$ cat config.mk
export PLATFORM = sky130hd
export DESIGN_NAME = vector_divider_seq
export DESIGN_NICKNAME = d
export VERILOG_FILES = /design/src/rtl/vector_div_pkg.sv /design/src/rtl/seq_divider_core.sv /design/src/rtl/vector_divider_seq.sv
export SDC_FILE = /design/constraint.sdc
export NUM_CORES = 1
export LEC_CHECK = 0
export CORE_AREA = 5 5 172 174
export CTS_CLUSTER_DIAMETER = 60
export DETAILED_ROUTE_END_ITERATION = 10
export DIE_AREA = 0 0 177 179
export GPL_TIMING_DRIVEN = 0
export HOLD_SLACK_MARGIN = 0.03
export PLACE_DENSITY = 0.91
export SLEW_MARGIN = 20
export SYNTH_ARGS = -nofsm -noshare
export SYNTH_HDL_FRONTEND = slang
export SYNTH_HIERARCHICAL = 1
export SYNTH_SLANG_ARGS = --single-unit
$ cat constraint.sdc
create_clock -name clk_100mhz -period 5 [get_ports clk_100mhz]
set_clock_uncertainty 0.2 [all_clocks]
set_input_delay 0.75 -clock clk_100mhz [delete_from_list [all_inputs] [get_ports clk_100mhz]]
set_output_delay 0.75 -clock clk_100mhz [all_outputs]
set_load 0.01 [all_outputs]
$ cat src/rtl/vector_div_pkg.sv
// Shared types and saturation helpers for the sequential vector divider.
package vector_div_pkg;

    typedef enum logic [2:0] {
        IDLE,
        LOAD,
        DIV,
        FIX,
        DONE
    } state_e;

    localparam logic MODE_DIV = 1'b0;
    localparam logic MODE_RET = 1'b1;

    function automatic longint sat_max(input int width);
        return (longint'(1) <<< (width - 1)) - 1;
    endfunction

    function automatic longint sat_min(input int width);
        return -(longint'(1) <<< (width - 1));
    endfunction

endpackage

$ cat src/rtl/seq_divider_core.sv
// Unsigned radix-2 restoring divider, one quotient bit per clock.
module seq_divider_core #(
    parameter int NW = 25,
    parameter int DW = 16
) (
    input  logic          clk,
    input  logic          rst_n,
    input  logic          start,
    input  logic [NW-1:0] num,
    input  logic [DW-1:0] den,
    output logic          busy,
    output logic          done,
    output logic [NW-1:0] quo
);

    localparam int CW = $clog2(NW + 1);

    logic [DW-1:0] rem_q, rem_d;
    logic [DW-1:0] den_q, den_d;
    logic [NW-1:0] quo_q, quo_d;
    logic [CW-1:0] cnt_q, cnt_d;
    logic [DW:0]   trial;
    logic [DW:0]   diff;
    logic          ge;

    assign busy = (cnt_q != '0);
    // done marks the cycle whose closing edge retires the last bit
    assign done = (cnt_q == CW'(1));
    assign quo  = quo_q;

    always_comb begin
        rem_d = rem_q;
        den_d = den_q;
        quo_d = quo_q;
        cnt_d = cnt_q;
        trial = {rem_q, quo_q[NW-1]};
        diff  = trial - {1'b0, den_q};
        ge    = (trial >= {1'b0, den_q});
        if (start) begin
            rem_d = '0;
            den_d = den;
            quo_d = num;
            cnt_d = CW'(NW);
        end else if (busy) begin
            rem_d = ge ? diff[DW-1:0] : trial[DW-1:0];
            quo_d = {quo_q[NW-2:0], ge};
            cnt_d = cnt_q - CW'(1);
        end
    end

    always_ff @(posedge clk or negedge rst_n) begin
        if (!rst_n) begin
            rem_q <= '0;
            den_q <= '0;
            quo_q <= '0;
            cnt_q <= '0;
        end else begin
            rem_q <= rem_d;
            den_q <= den_d;
            quo_q <= quo_d;
            cnt_q <= cnt_d;
        end
    end

endmodule

$ cat src/rtl/vector_divider_seq.sv
// Multi-lane signed fixed-point divider / return calculator sharing one
// restoring divider across the lanes in turn.
module vector_divider_seq
    import vector_div_pkg::*;
#(
    parameter int LANES = 4,
    parameter int WIDTH = 16,
    parameter int FRAC  = 8
) (
    input  logic                   clk_100mhz,
    input  logic                   reset,
    input  logic                   valid,
    output logic                   ready,
    input  logic [LANES*WIDTH-1:0] a,
    input  logic [LANES*WIDTH-1:0] b,
    input  logic                   sel,
    output logic [LANES*WIDTH-1:0] c,
    output logic [LANES-1:0]       dz,
    output logic [LANES-1:0]       sat,
    output logic                   out_valid,
    input  logic                   out_ready
);

    localparam int QW = WIDTH + FRAC + 1;
    localparam int LW = (LANES > 1) ? $clog2(LANES) : 1;
    localparam logic [LW-1:0]    LAST   = LW'(LANES - 1);
    localparam logic [WIDTH-1:0] C_MAX  = WIDTH'(sat_max(WIDTH));
    localparam logic [WIDTH-1:0] C_MIN  = WIDTH'(sat_min(WIDTH));
    localparam logic [QW-1:0]    Q_MAX  = QW'(sat_max(WIDTH));
    localparam logic [QW-1:0]    Q_MINA = QW'(-sat_min(WIDTH));

    state_e                 state_q, state_d;
    logic [LANES*WIDTH-1:0] a_q, a_d, b_q, b_d, c_q, c_d;
    logic [LANES-1:0]       dz_q, dz_d, sat_q, sat_d;
    logic [LW-1:0]          lane_q, lane_d;
    logic                   sel_q, sel_d;
    logic                   neg_q, neg_d;
    logic                   dzl_q, dzl_d;
    logic                   nneg_q, nneg_d;
    logic                   ready_q, ready_d;
    logic                   ov_q, ov_d;

    logic [WIDTH-1:0] a_l, b_l, c_l, den;
    logic [WIDTH:0]   n_s, d_s, n_abs;
    logic [QW-1:0]    num, quo;
    logic             sat_l, start, div_busy, div_done;

    assign ready     = ready_q;
    assign out_valid = ov_q;
    assign c         = c_q;
    assign dz        = dz_q;
    assign sat       = sat_q;

    // N is one bit wider than the operands so b-a never wraps
    always_comb begin
        a_l = a_q[int'(lane_q)*WIDTH +: WIDTH];
        b_l = b_q[int'(lane_q)*WIDTH +: WIDTH];
        if (sel_q == MODE_RET) begin
            n_s = {b_l[WIDTH-1], b_l} - {a_l[WIDTH-1], a_l};
            d_s = {a_l[WIDTH-1], a_l};
        end else begin
            n_s = {a_l[WIDTH-1], a_l};
            d_s = {b_l[WIDTH-1], b_l};
        end
        n_abs = n_s[WIDTH] ? (~n_s + (WIDTH+1)'(1)) : n_s;
        den   = d_s[WIDTH] ? (~d_s[WIDTH-1:0] + WIDTH'(1))
                           : d_s[WIDTH-1:0];
        num   = QW'(n_abs) << FRAC;
        start = (state_q == LOAD) && !div_busy;
    end

    seq_divider_core #(
        .NW (QW),
        .DW (WIDTH)
    ) u_core (
        .clk   (clk_100mhz),
        .rst_n (reset),
        .start (start),
        .num   (num),
        .den   (den),
        .busy  (div_busy),
        .done  (div_done),
        .quo   (quo)
    );

    always_comb begin
        c_l   = quo[WIDTH-1:0];
        sat_l = 1'b0;
        if (dzl_q) begin
            c_l = nneg_q ? C_MAX : C_MIN;
        end else if (neg_q) begin
            c_l = ~quo[WIDTH-1:0] + WIDTH'(1);
            if (quo > Q_MINA) begin
                c_l   = C_MIN;
                sat_l = 1'b1;
            end
        end else if (quo > Q_MAX) begin
            c_l   = C_MAX;
            sat_l = 1'b1;
        end
    end

    always_comb begin
        state_d = state_q;
        a_d     = a_q;
        b_d     = b_q;
        c_d     = c_q;
        dz_d    = dz_q;
        sat_d   = sat_q;
        lane_d  = lane_q;
        sel_d   = sel_q;
        neg_d   = neg_q;
        dzl_d   = dzl_q;
        nneg_d  = nneg_q;
        unique case (state_q)
            IDLE: begin
                if (valid && ready_q) begin
                    a_d     = a;
                    b_d     = b;
                    sel_d   = sel;
                    lane_d  = '0;
                    state_d = LOAD;
                end
            end
            LOAD: begin
                neg_d   = n_s[WIDTH] ^ d_s[WIDTH];
                dzl_d   = (d_s == '0);
                nneg_d  = ~n_s[WIDTH];
                state_d = DIV;
            end
            DIV: begin
                if (div_done) state_d = FIX;
            end
            FIX: begin
                c_d[int'(lane_q)*WIDTH +: WIDTH] = c_l;
                dz_d[lane_q]  = dzl_q;
                sat_d[lane_q] = sat_l;
                if (lane_q == LAST) begin
                    state_d = DONE;
                end else begin
                    lane_d  = lane_q + LW'(1);
                    state_d = LOAD;
                end
            end
            DONE: begin
                if (out_ready) state_d = IDLE;
            end
            default: state_d = IDLE;
        endcase
        ready_d = (state_d == IDLE);
        ov_d    = (state_d == DONE);
    end

    always_ff @(posedge clk_100mhz or negedge reset) begin
        if (!reset) begin
            state_q <= IDLE;
            a_q     <= '0;
            b_q     <= '0;
            c_q     <= '0;
            dz_q    <= '0;
            sat_q   <= '0;
            lane_q  <= '0;
            sel_q   <= 1'b0;
            neg_q   <= 1'b0;
            dzl_q   <= 1'b0;
            nneg_q  <= 1'b0;
            ready_q <= 1'b1;
            ov_q    <= 1'b0;
        end else begin
            state_q <= state_d;
            a_q     <= a_d;
            b_q     <= b_d;
            c_q     <= c_d;
            dz_q    <= dz_d;
            sat_q   <= sat_d;
            lane_q  <= lane_d;
            sel_q   <= sel_d;
            neg_q   <= neg_d;
            dzl_q   <= dzl_d;
            nneg_q  <= nneg_d;
            ready_q <= ready_d;
            ov_q    <= ov_d;
        end
    end

endmodule

After elaboration in Yosys (flattened, before gate mapping). Cells that the tools add are included.

Reduce and logical (&&, ||, !) cells: 12. Multiply operators: 0. Magnitude comparators: 5. Mux-type cells: 33. Shifts and indexed selects: 4. Div/mod/pow operators: 0. Eq/ne operators: 9. Bitwise gates (word level): 5. $add $sub $neg: 8.

Operators with widths (number): 16-bit 2-to-1 mux (9); 64-bit by 7-bit indexed part select with 16-bit output (2); 64-bit bitwise mux (1); 16-bit by 33-bit variable shift with 64-bit output (first input constant) (1); 16-bit by 33-bit indexed part select with 64-bit output (1); 17-bit 2-to-1 mux (3); 25-bit 2-to-1 mux (2); 6-bit negator with 33-bit output (1); 16-bit by 1-bit adder with 16-bit output (second input constant) (2); 16-bit NOT (2); 25-bit by 15-bit greater-than comparator with 1-bit output (second input constant) (1); 25-bit by 16-bit greater-than comparator with 1-bit output (second input constant) (1); 17-bit by 1-bit adder with 17-bit output (second input constant) (1); 17-bit by 16-bit >= comparator with 1-bit output (1); 17-bit logical NOT (1); 17-bit NOT (1); 16-bit by 16-bit subtractor with 17-bit output (1); 16-bit subtractor (1); 3-bit case mux with 5 select lines (1); 3-bit 2-to-1 mux (4); 5-bit 2-to-1 mux (2); 4-bit bitwise mux (2); 3-bit by 2-bit equality test with 1-bit output (second input constant) (2); 3-bit equality test (second input constant) (2); 21 further kinds (31).

Bits in registers: 273. Memory bits (read-only): 0. Latch bits: 0. RAM bits: 0. Logic and storage cells: 93. Memories kept: 0. Output and inout port bits: 74. Input bits: 133.

Logic depth before layout (Yosys ltp). Gate-level depths: netlist of the first run.

Depth in word-level cells: 7. Gate-level depth with buffers: 18. Mapped depth without buffers: 15.

Modules after synthesis. The synthesis of the first run kept the hierarchy.

Modules (own cells, without submodules): vector_divider_seq (area an instance 11225.8 um^2, cells each 975, instances 1, sequential area each 5281.3 um^2); seq_divider_core (area an instance 3763.6 um^2, cells each 404, instances 1, sequential area each 1551.5 um^2).

Worst setup path after synthesis of the first run. No wires, ideal clock.

Kind: register to register. Start: register lane_q[0]. End: register u_core.quo_q[23] (netlist: u_core/quo[23]). Clock period less this slack: 4136 ps. Cell stages (with the launch flop): 18. Arrival time: 3803 ps. Path slack: 864 ps. Library setup time: 133 ps. Data required time: 4667 ps. Path buffers: 2. Path through: dfrtp_1 > buf_6 > buf_6 > mux4_2 > inv_1 > ha_1 > inv_1 > fa_1 > a211oi_1 > o2111a_1 > nor4b_1 > o21a_1 > or3_1 > a31oi_1 > a41oi_1 > xor2_1 > nand2_1 > o21ai_0.

Longest elaborated chain between the ends: 7. Elaborated cells on any way between the ends: 8. Classes of those cells: add/sub (2); shift (2); mux (3); bitwise (1).

Ends and longest elaborated chain: start, declared (line vector_divider_seq.sv:35) `logic [LW-1:0] lane_q, lane_d;`; start signal, assigned (line vector_divider_seq.sv:176) `lane_q <= lane_d;`; 64-bit by 7-bit indexed part select with 16-bit output, on equally long branches (line vector_divider_seq.sv:57, vector_divider_seq.sv:56); 16-bit by 16-bit subtractor with 17-bit output (line vector_divider_seq.sv:59) `n_s = {b_l[WIDTH-1], b_l} - {a_l[WIDTH-1], a_l};`; 17-bit 2-to-1 mux (*) (line vector_divider_seq.sv:58) `if (sel_q == MODE_RET) begin`; 17-bit NOT (line vector_divider_seq.sv:65) `n_abs = n_s[WIDTH] ? (~n_s + (WIDTH+1)'(1)) : n_s;`; 17-bit by 1-bit adder with 17-bit output (line vector_divider_seq.sv:65); 17-bit 2-to-1 mux (*) (line vector_divider_seq.sv:65); net n_abs[15] (line vector_divider_seq.sv:44) `logic [WIDTH:0] n_s, d_s, n_abs;`; 25-bit 2-to-1 mux (*) (line seq_divider_core.sv:39) `if (start) begin`; end signal, assigned (line seq_divider_core.sv:60) `quo_q <= quo_d;`; end, declared (line seq_divider_core.sv:20) `logic [NW-1:0] quo_q, quo_d;`.

Mark *: on every way through the listed nets, which the timed path passes. The rest lies on a longest branch. A chain may end at the register's enable or synchronous reset.

Worst setup path after layout of the first run.
Start: register lane_q[1]. End: register u_core.quo_q[23] (netlist: u_core/quo[23]).

The elaborated chain is that of the path after synthesis.

==> flow_summary_export.csv, run 1 <==
group,metric,value,unit
setup_path,cp_num_buf_inv,4,
floorplanning,row_count,61,
synthesis,syn_area,15000,µm²
status,status,"finished, final reports clean",
setup_path,slowest_stage,"dfrtp_1",
global_routing,grt_overflow,0,
timing,setup_violations,0,
placement,dp_slack,-0.131,ns
timing,finalHoldViolCount,0,
drt,drc,0,
floorplanning,coreArea,27600,µm²
synthesis,synth_mux_area_share,19.2,%
synthesis,synthCells,1379,
global_routing,grt_usage,26.7,%
floorplanning,ios,207,
synthesis,synth_area_leaders,"dfrtp_1 45%, mux2_2 11%, mux4_2 4.7%",
timing,fmax,210,MHz
global_routing,grt_antenna_before_repair,0,
setup_path,cp_cell_sequence,"clkbuf_2, buf_2, mux4_2, inv_1, ha_1, inv_1, fa_1, a211oi_2, o2111a_1, nor4b_1, o21a_1, or3_1, a31oi_2, a41oi_1, xor2_1, nand2_1, o21ai_0",
clock_tree,cts_buffers,30,
synthesis,synth-simple-area-share,11.4,%
drt,drtAntennaViolNets,0,
timing,max_slew_margin,38.1,%
drt,wire_per_inst,20.9,µm
clock_tree,cts_tree,"yes",
floorplanning,die_h,179,µm
synthesis,ys_types,83,
synthesis,yosysTopAreaCell,"dfrtp_1",
clock_tree,insertion_delay,0.57,ns
layout,multi_input_area,7640,µm²
clock_tree,cts_buffer_depth,3,
timing,worst_slack,0.238,ns
clock_tree,htree_levels,1,
setup_path,slowest_delay,0.46,ns
synthesis,syn_avg_cell_area,10.9,µm²
layout,area_growth,25.3,%
synthesis,synth_edf_count,0,
global_routing,grt_pass1_vias,12736,
layout,regArea,6830,µm²
placement,dp_cells,1973,
clock_tree,path_clk_slew,0.07,ns
layout,antennaDiodeCount,0,
timing,layout_min_cycle_time,4.76,ns
synthesis,yosys_warnings,6,
clock_tree,cts.sinks,273,
placement,place.gp.congestion,0.914,
synthesis,synth_xor_area_share,2.80,%
global_routing,grt_pass1_wl,68000,µm
synthesis,synth_common_cells,"272 x dfrtp_1, 143 x mux2_2, 130 x nand2_1",
setup_path,crit_path_end_kind,"flop",
synthesis,ys_seq_area_share,45.6,%
setup_path,crit_top_cell,"inv_1",
drt,first_iter_violations,1010,
placement,placed_cell_area,17600,µm²
synthesis,synth_flop_cell,"dfrtp_1",
synthesis,async_reset_ff_share,100,%
floorplanning,die_area,31700,µm²
pwr,p_leak,8.03,nW
floorplanning,fp.dieW,177,µm
placement,numPortBuffers,206,
synthesis,synth-compound-area-share,12.9,%
drt,vias,12223,
pwr,power.density,842,nW/µm²
worst_hold_path,hold_path_class,"flop to flop",
floorplanning,start_util,54.3,%
global_routing,grt_start_max_net_pins,106,
setup_path,cp-start-kind,"flop",
setup_path,path_class,"flop to flop",
setup_path,worstPathMaxFanout,10,
drt,dr.pass1.iters,8,
synthesis,synthMostInstantiatedCell,"dfrtp_1",
timing,timing.final.crit_share,95.2,%
layout,fin_nets,1810,
pwr,peakVddDrop,0.000430,V
setup_path,path_delay_family,"compound AO/OA/AOI/OAI gates",
layout,fillCellCount,1967,
clock_tree,root_buffer,"clkbuf_16",
timing,worst_pin_slew,0.916,ns
synthesis,synth_top_family_by_area,"multiplexers",
timing,whs,0.281,ns
drt,avgViaCountPerCell,6.03,
layout,final_layout_size_suffix_gt1_share,17.6,%
synthesis,synth_seq_cells,273,
synthesis,yosys.area_share.adder,4.19,%
drt,drt_wl_total,42300,µm
layout,design_area,18800,µm²
placement,hpwl,31100,µm
layout,utilization,68.0,%
synthesis,synth_top_cell_area_share,45.4,%
job,maxCapViolCount,0,
setup_path,crit_required,5.23,ns
timing,maxSlewViolCount,0,
setup_path,arrival,4.99,ns
layout,final_cells,2028,
-- cell usage in the layout, fill, tap and decap left out, types with 31 or more instances in the layout --
cell,n
nor2_1,66
a21oi_1,37
dfrtp_1,272
mux4_2,31
inv_1,70
mux2i_1,51
a22o_1,41
clkdlybuf4s50_1,205
o21ai_0,106
xnor2_1,32
ha_1,47
mux2_2,143
clkbuf_1,50
nand2_1,130
-- state kept, by name, indices dropped and copies added, names as in the netlist --
name and cells:
lane_q 2, dzl_q 1, dz 4, a_q 64
u_core/cnt_q 5, u_core/rem_q 16, state_q 3, out_valid 1
neg_q 1, b_q 64, ready 1, u_core/quo 25
nneg_q 1, u_core/den_q 16, sat 4, c 64
sel_q 1
-- stage by stage --
step	setup TNS, ns	power [mW]
detailed placement	-0.558	13.0
global placement	-2184.66	12.7
CTS	0	15.6
global route	-0.000311	16.9
finish	0	15.8
floorplan	0	10.6
-- cell families after synthesis --
| family | count (synthesis) |
|---|---|
| adder cells (fa/ha/maj) | 49 |
| flip-flops | 273 |
| XOR/XNOR | 48 |
| AO/OA/AOI/OAI | 286 |
| multiplexers | 228 |
| AND/OR/NAND/NOR | 352 |
| other | 1 |
| buffers and inverters | 142 |
-- worst min-delay path, delay by kind of cell (launching register included) --
| kind | cells | cell delay, ns |
|---|---|---|
| AO/OA/AOI/OAI | 1 | 0.06 |
| flip-flops | 1 | 0.34 |
| AND/OR/NAND/NOR | 1 | 0.05 |
-- report_power, final --
part	leakage (nW)	switching [mW]	total, mW	internal, mW
clock	0.545	0.950	2.44	1.49
combinational	4.12	5.18	9.48	4.30
sequential	3.37	0.706	3.90	3.19
-- final timing paths --
check,from,end,slack (ns),cells after the start
worst max-delay path,lane_q[1],u_core/quo[23],0.24,17
worst min-delay path,c[48],c[48],0.28,2
worst max register to register,lane_q[1],u_core/quo[23],0.24,17
worst min register to register,c[48],c[48],0.28,2
max in group asynchronous,reset,b_q[49],3.06,3
min in group asynchronous,reset,b_q[58],0.57,2
-- final cells by class --
cell class	instances	area share [%]
inverter	71	1.42
tap	378	2.52
clock buffer	36	4.38
sequential	273	36.4
clock inverter	18	1.51
timing repair buffer	210	11.4
multi-input combinational	971	40.7
buffer	71	1.75
-- timing repair --
action / CTS / global route
endpoints found under the hold margin: 22 / 0
gates resized for setup: 2 / 7
hold buffers: 1 / 0
buffers inserted: 0 / 0
setup endpoints to repair: 12 / 13
-- layer usage --
metal,vias up,global-route usage [%],wire (µm)
met1,6020,33.9,16600
met3,111,4.62,3120
li1,5482,-,-
met5,-,0,0
met4,0,9.45,1520
met2,610,46.5,21100
(Power assumes the default switching activity.)
==> run 2, diff against run 1 <==
Settings changed: CTS_CLUSTER_SIZE set to 40.
==> run 2 against run 1 <==
Net effect: die area is the same; setup slack worse by 0.0062 ns; global-route usage down 0.18 points; via count about the same; cell count fell by 0.84%; clock power is 18% lower; utilization shrank 0.89 points; sequential power about the same; power shrank 2.8%; largest cell class unchanged.
==> flow_summary_export.csv, run 2 (synthesis gave the netlist of run 1 again) <==
group,metric,value,unit
job,maxCapViolCount,0,
placement,place.gp.congestion,0.914,
setup_path,path_delay_family,"compound AO/OA/AOI/OAI gates",
drt,vias,12231,
floorplanning,fp.dieW,177,µm
status,status,"finished, final reports clean",
worst_hold_path,hold_path_class,"flop to flop",
pwr,power.density,829,nW/µm²
timing,setup_violations,0,
layout,final_common_cell,"dfrtp_1",
global_routing,grt_pass1_wl,67800,µm
clock_tree,htree_levels,1,
global_routing,grt_pass1_vias,12775,
global_routing,grt_antenna_before_repair,0,
layout,multi_input_area,7640,µm²
clock_tree,insertion_delay,0.56,ns
placement,placed_cell_area,17600,µm²
setup_path,cp_cell_sequence,"buf_6, buf_6, mux4_2, inv_1, ha_1, inv_1, fa_1, a211oi_2, o2111a_1, nor4b_1, o21a_1, or3_1, a31oi_2, a41oi_1, xor2_1, nand2_1, o21ai_0",
global_routing,grt_start_max_net_pins,106,
clock_tree,root_buffer,"clkbuf_16",
layout,regArea,6830,µm²
drt,wl_met3,3240,µm
setup_path,rr_startpoint,"lane_q[0]",
drt,first_iter_violations,1021,
timing,maxSlewViolCount,0,
setup_path,crit_required,5.26,ns
pwr,intPower,8.41,mW
global_routing,grt_usage,26.6,%
timing,timing.final.crit_share,95.4,%
pwr,peakVddDrop,0.000444,V
pwr,clkPwrFrac,13.0,%
floorplanning,row_count,61,
timing,max_slew_margin,35.4,%
floorplanning,ios,207,
timing,tns,0,ns
floorplanning,die_h,179,µm
setup_path,path_class,"flop to flop",
drt,drtAntennaViolNets,0,
clock_tree,path_clk_slew,0.11,ns
timing,layout_min_cycle_time,4.77,ns
setup_path,crit_path_end_kind,"flop",
layout,antennaDiodeCount,0,
drt,avgViaCountPerCell,6.08,
clock_tree,cts_buffers,21,
pwr,switching_power,6.96,mW
timing,whs,0.294,ns
clock_tree,post_cts_buffers,0,
drt,detail_route.wirelength.met1,16200,µm
timing,fmax,210,MHz
layout,final_layout_size_suffix_gt1_share,16.8,%
drt,dr.pass1.iters,8,
clock_tree,cts.sinks,273,
placement,numPortBuffers,206,
layout,final_cell_mix,"272 x dfrtp_1, 205 x clkdlybuf4s50_1, 143 x mux2_2",
setup_path,slowest_delay,0.54,ns
setup_path,crit_start,"lane_q[0]",
pwr,combPwrFrac,61.8,%
drt,met2_length,21000,µm
timing,worst_pin_slew,0.958,ns
floorplanning,die_area,31700,µm²
drt,drc,0,
timing,finalHoldViolCount,0,
setup_path,arrival,5.03,ns
pwr,seqPwrFrac,25.2,%
layout,area_growth,23.7,%
floorplanning,start_util,54.3,%
worst_hold_path,hp-start,"c[63]",
layout,fillCellCount,1998,
drt,drt_wl_total,42100,µm
setup_path,cp-start-kind,"flop",
placement,hpwl,31100,µm
clock_tree,cts_tree,"yes",
setup_path,worstPathMaxFanout,10,
layout,design_area,18500,µm²
clock_tree,cts_buffer_depth,3,
global_routing,grt_overflow,0,
setup_path,slowest_stage,"dfrtp_1",
setup_path,cp_num_buf_inv,4,
pwr,p_leak,7.90,nW
floorplanning,coreArea,27600,µm²
layout,fin_nets,1800,
pwr,switching_share,45.3,%
drt,wire_per_inst,21.0,µm
drt,highest_layer,"met4",
run 2: cell count changes in the layout (fill, tap and decap cells not counted), moves of 2 or more:
cell,change
bufinv_16,-6
inv_12,+2
clkinv_2,-6
clkinv_16,+4
clkbuf_8,-4
clkbuf_1,-2
clkbuf_16,-9
inv_16,+6
run 2: final timing paths:
check | endpoint | slack [ns] | depth (start not counted)
setup / recovery | u_core/quo[23] | 0.23 | 17
hold / removal | c[63] | 0.29 | 2
setup reg to reg | u_core/quo[23] | 0.23 | 17
hold reg to reg | c[63] | 0.29 | 2
max in group asynchronous | b_q[51] | 3.06 | 3
min in group asynchronous | b_q[58] | 0.56 | 2
run 2: metal layers:
layer,track usage (%),up-vias
li1,-,5465
met1,33.8,6032
met2,46.0,599
met3,4.66,135
met4,9.51,0
met5,0,-
run 2: repair_timing:
action,CTS,global route
setup endpoints to repair,10,13
hold endpoints to repair,14,0
resized for setup,2,7
hold buffers,1,0
run 2: power by group through the flow:
stage	clock network, mW	logic, mW	registers (mW)
2_1_floorplan	0	6.85	3.73
3_3_place_gp	0	8.83	3.83
6_report	2.00	9.50	3.88
4_1_cts	2.02	9.29	3.86
5_1_grt	2.11	10.4	3.98
3_5_place_dp	0	9.15	3.89
run 2: final cells by class:
cell class,instances,area share (%)
Tap cell,378,2.55
Inverter,71,1.44
Clock buffer,22,2.91
Clock inverter,16,1.75
Timing Repair Buffer,210,11.5
Multi-Input combinational cell,971,41.2
Sequential cell,273,36.9
Buffer,70,1.75
run 2: per-stage QoR:
| step | power (mW) | setup slack [ns] | utilization (%) | std cells |
|---|---|---|---|---|
| 3_3_place_gp | 12.7 | -8.03 | 63.5 | 1970 |
| 4_1_cts | 15.2 | 0.0712 | 67.0 | 2012 |
| 6_report | 15.4 | 0.232 | 67.1 | 2011 |
| 5_1_grt | 16.5 | -0.00215 | 67.1 | 2011 |
| 2_1_floorplan | 10.6 | 0.864 | - | 1386 |
| 3_5_place_dp | 13.0 | -0.131 | 63.8 | 1973 |
run 2: tightest hold or removal path: stages, from the launching register on:
cell	delay (ns)
dfrtp_1	0.36
nand2_1	0.04
o21ai_0	0.06
==> run 3, diff against run 2 <==
Settings changed: TNS_END_PERCENT set to 100.
==> results of run 3 <==
No change in the layout: final DEF, timing and power equal those of run 2.
==> edit 1 (flow settings as in run 3) <==
Set the parameter `FRAC` to 32 (it was 8).
--- a/src/rtl/vector_divider_seq.sv
+++ b/src/rtl/vector_divider_seq.sv
@@ -7,3 +7,3 @@
     parameter int WIDTH = 16,
-    parameter int FRAC  = 8
+    parameter int FRAC  = 32
 ) (
Function: no difference found for any inputs over 10 cycles, from zero or initial values and one cycle with reset low; that may be too few to reach the edited logic, so the function may still have changed.
==> edit 1 against run 3 <==
Final area increased by 6.6%; power increased by 1.0%; worst setup slack improved by 0.0064 ns; sequential cell count increased by 25; count of clock-buffer cells in the layout increased by 5; synthesized area increased by 7.6%; wire length increased by 10%; sequential power increased by 10%; worst hold slack got worse by 0.014 ns; fmax increased by 0.13%; global-route usage increased by 2.7 points; die area unchanged; non-clock buffer count increased by 12; critical endpoint is now u_core/quo[45]; largest cell class unchanged; largest power group unchanged; highest routed layer unchanged.
==> edit 1: results <==
export IMPL_dp_slack_ns=-0.417
export IMPL_sw_frac_of_total=0.453
export IMPL_synth_commonest_cells="297 x dfrtp_1, 194 x nand2_1, 172 x o21ai_0, 133 x mux2_2, 70 x nor2_1"
export IMPL_met3_length_um=3200
export IMPL_ff2ff_setup_slack_ns=0.24
export IMPL_peakVddDrop_v=0.000408
export IMPL_grt_max_degree=106
export IMPL_synth_warnings=6
export IMPL_dp_hpwl_um=34300
export IMPL_r2r_start="lane_q[1]"
export IMPL_layout_nets=1981
export IMPL_rr_worst_depth=19
export IMPL_tightest_slew_ns=1.01
export IMPL_dr_first_iter_drc_count=1270
export IMPL_wl_met1_um=17900
export IMPL_ys_seq_area_frac=0.462
export IMPL_first_global_vias=14100
export IMPL_post_route_period_util=0.952
export IMPL_grt_pass1_wl_um=74400
export IMPL_port_buffers=206
export IMPL_min_from="c[26]"
export IMPL_cts_buffers=24
export IMPL_gr_usage_met3=0.0536
export IMPL_r2r_end="u_core/quo[45]"
export IMPL_place_congestion=0.970
export IMPL_cp_slowest_stage_delay_ns=0.46
export IMPL_status="complete, no violations"
export IMPL_worstPathArrival_ns=4.97
export IMPL_syn_area_per_cell_um2=10.5
export IMPL_vias=13500
export IMPL_drive_gt1_frac=0.147
export IMPL_wl_per_cell_um=21.1
export IMPL_synth_area_leaders="dfrtp_1 46%, mux2_2 9.3%, o21ai_0 5.3%"
export IMPL_dr_pass1_iters=7
export IMPL_cts_root_buf="clkbuf_16"
export IMPL_met1_usage=0.362
export IMPL_clk_pin_slew_ns=0.09
export IMPL_use_met2=0.508
export IMPL_slowest_stage="fa_1"
export IMPL_total_leakage_power_nw=8.45
export IMPL_grt_usage=0.293
export IMPL_met2WireLength_um=23300
export IMPL_antenna_found_initial=0
export IMPL_stdcell_count=2200
export IMPL_place_area_um2=18800
## edit 1: cells by family after synthesis
kind of cell             count (synthesis)  synth area share
multiplexers                           232             0.180
adder cells (fa/ha/maj)                 44            0.0350
other                                    1          0.000232
XOR/XNOR                                44            0.0239
buffers and inverters                  152            0.0382
flip-flops                             298             0.462
AND/OR/NAND/NOR                        419             0.125
AO/OA/AOI/OAI                          349             0.136
## edit 1: power by group through the flow
stage / Clock (mW) / Sequential [mW] / Combinational (mW)
2_1_floorplan: 0 / 4.09 / 6.47
3_3_place_gp: 0 / 4.19 / 8.53
3_5_place_dp: 0 / 4.27 / 8.84
4_1_cts: 2.07 / 4.24 / 8.96
5_1_grt: 2.17 / 4.38 / 10.0
6_report: 2.06 / 4.27 / 9.21
## edit 1: cell type report
| class | instances | area [µm²] |
|---|---|---|
| clock inverters | 17 | 223 |
| inverters | 68 | 255 |
| fillers | 1858 | 7870 |
| well taps | 378 | 473 |
| flip-flops and latches | 298 | 7460 |
| multi-input cells | 1120 | 8210 |
| plain buffers | 83 | 378 |
| clock buffers | 27 | 633 |
| repair buffers | 209 | 2130 |
## edit 1: worst min-delay path by stage
stage	to	slack [ns]	cells past startpoint
6_report	c[26]	0.28	2
2_1_floorplan	state_q[1]	0.24	1
3_3_place_gp	state_q[1]	0.25	1
5_1_grt	state_q[1]	0.30	1
4_1_cts	state_q[1]	0.28	1
3_5_place_dp	state_q[1]	0.25	1
## edit 1: what timing repair did
| action | CTS | global route |
|---|---|---|
| hold buffers | 1 | 0 |
| setup buffers | 0 | 0 |
| resized for setup | 6 | 14 |
| endpoints found under the setup margin | 18 | 13 |
| endpoints found under the hold margin | 7 | 0 |
| cloned | 0 | 0 |
==> edit 2 (settings of run 3) <==
Made on the original files. Take the reset off `b_q` and load it in a clocked block of its own.
--- a/src/rtl/vector_divider_seq.sv
+++ b/src/rtl/vector_divider_seq.sv
@@ -157,3 +157,2 @@
             a_q     <= '0;
-            b_q     <= '0;
             c_q     <= '0;
@@ -171,3 +170,2 @@
             a_q     <= a_d;
-            b_q     <= b_d;
             c_q     <= c_d;
@@ -185,2 +183,6 @@
 
+    always_ff @(posedge clk_100mhz) begin
+        b_q <= b_d;
+    end
+
 endmodule
Function: same outputs for any inputs over 10 cycles, from zero or initial values and one cycle with reset low; that may be too few to reach the edited logic, so the function may still have changed.
==> edit 2 against run 3 <==
First-iteration DRC count increased by 6.0%; via count decreased by 2.8%; critical path depth increased by 2; die area unchanged; power decreased by 8.8%; final area decreased by 2.5%; wire length decreased by 5.4%; sequential cell count unchanged; worst setup slack got worse by 0.054 ns; core utilization decreased by 1.7 points; sequential power decreased by 5.4%; synthesized area decreased by 2.5%; critical endpoint unchanged.
==> edit 2: results <==
export IMPL_holdWs_ns=0.289
export IMPL_ff2ff_setup_slack_ns=0.18
export IMPL_clkbuf_count=23
export IMPL_met3_length_um=3270
export IMPL_met2WireLength_um=20000
export IMPL_stdcell_count=1973
export IMPL_via_per_inst=6.03
export IMPL_n_all_inverters=63
export IMPL_dp_hpwl_um=30000
export IMPL_dr_pass1_iters=7
export IMPL_cp_top_family="compound AO/OA/AOI/OAI gates"
export IMPL_synthCells=1341
export IMPL_drive_gt1_frac=0.130
export IMPL_place_congestion=0.939
export IMPL_cp_max_fo=19
export IMPL_sw_frac_of_total=0.446
export IMPL_nNonClkBuffers=275
export IMPL_async_reset_ff_frac=0.766
export IMPL_cp_slowest_stage_delay_ns=0.47
export IMPL_cts_resized=6
export IMPL_status="complete, no violations"
export IMPL_net_switching_power_mw=6.25
export IMPL_seqAreaFraction=0.396
export IMPL_insertion_delay_ns=0.53
export IMPL_dr_first_iter_drc_count=1082
export IMPL_multi_input_cells=948
export IMPL_synth_commonest_cells="208 x dfrtp_1, 165 x nand2_1, 134 x o21ai_0, 73 x mux2_2, 64 x edfxtp_1"
export IMPL_grt_max_degree=79
export IMPL_grt_usage=0.248
export IMPL_area_growth_syn_to_layout_pct=23.7
export IMPL_synth_area_leaders="dfrtp_1 36%, edfxtp_1 13%, mux2_2 5.6%"
export IMPL_clk_pin_slew_ns=0.09
export IMPL_place_area_um2=17300
export IMPL_first_global_vias=12100
export IMPL_n_fill_cell=2030
export IMPL_peakVddDrop_v=0.000410
export IMPL_ys_seq_area_frac=0.490
export IMPL_grt_pass1_wl_um=63100
export IMPL_synthesis_area_um2=14600
export IMPL_ctsHoldBuffers=1
export IMPL_multi_input_area_um2=6960
export IMPL_p_comb_mw=8.52
export IMPL_total_leakage_power_nw=7.37
export IMPL_layout_nonclk_buf_frac=0.138
export IMPL_cts_buffers=20
export IMPL_wl_met1_um=14900
export IMPL_synth_cell_type_count=87
export IMPL_rr_worst_depth=19
export IMPL_met1_usage=0.311
export IMPL_clockNetworkAreaShare=0.0418
export IMPL_dp_cells=1936
edit 2: cell types whose count changed after synthesis, sizes merged, moves of 7 or more:
cell,change
a211oi,+7
a22o,-35
clkbuf,-8
dfrtp,-64
edfxtp,+64
inv,-8
mux2,-70
nand2,+35
o21ai,+32
o311ai,-8
edit 2: cell families after synthesis:
kind of cell / synth area share
simple gates: 0.126
fa+ha+maj: 0.0430
mux: 0.146
buf+inv: 0.0373
other cells: 0.000257
xor+xnor: 0.0258
flops: 0.490
compound gates: 0.132
edit 2: worst min-delay path by stage:
| stage | startpoint | end | cells after the start |
|---|---|---|---|
| after floorplan | reset | a_q[0] | 0 |
| after global placement | c[12] | c[12] | 2 |
| after detailed placement | c[60] | c[60] | 2 |
| after CTS | c[60] | c[60] | 2 |
| after global routing | c[26] | c[26] | 2 |
| final | c[9] | c[9] | 2 |
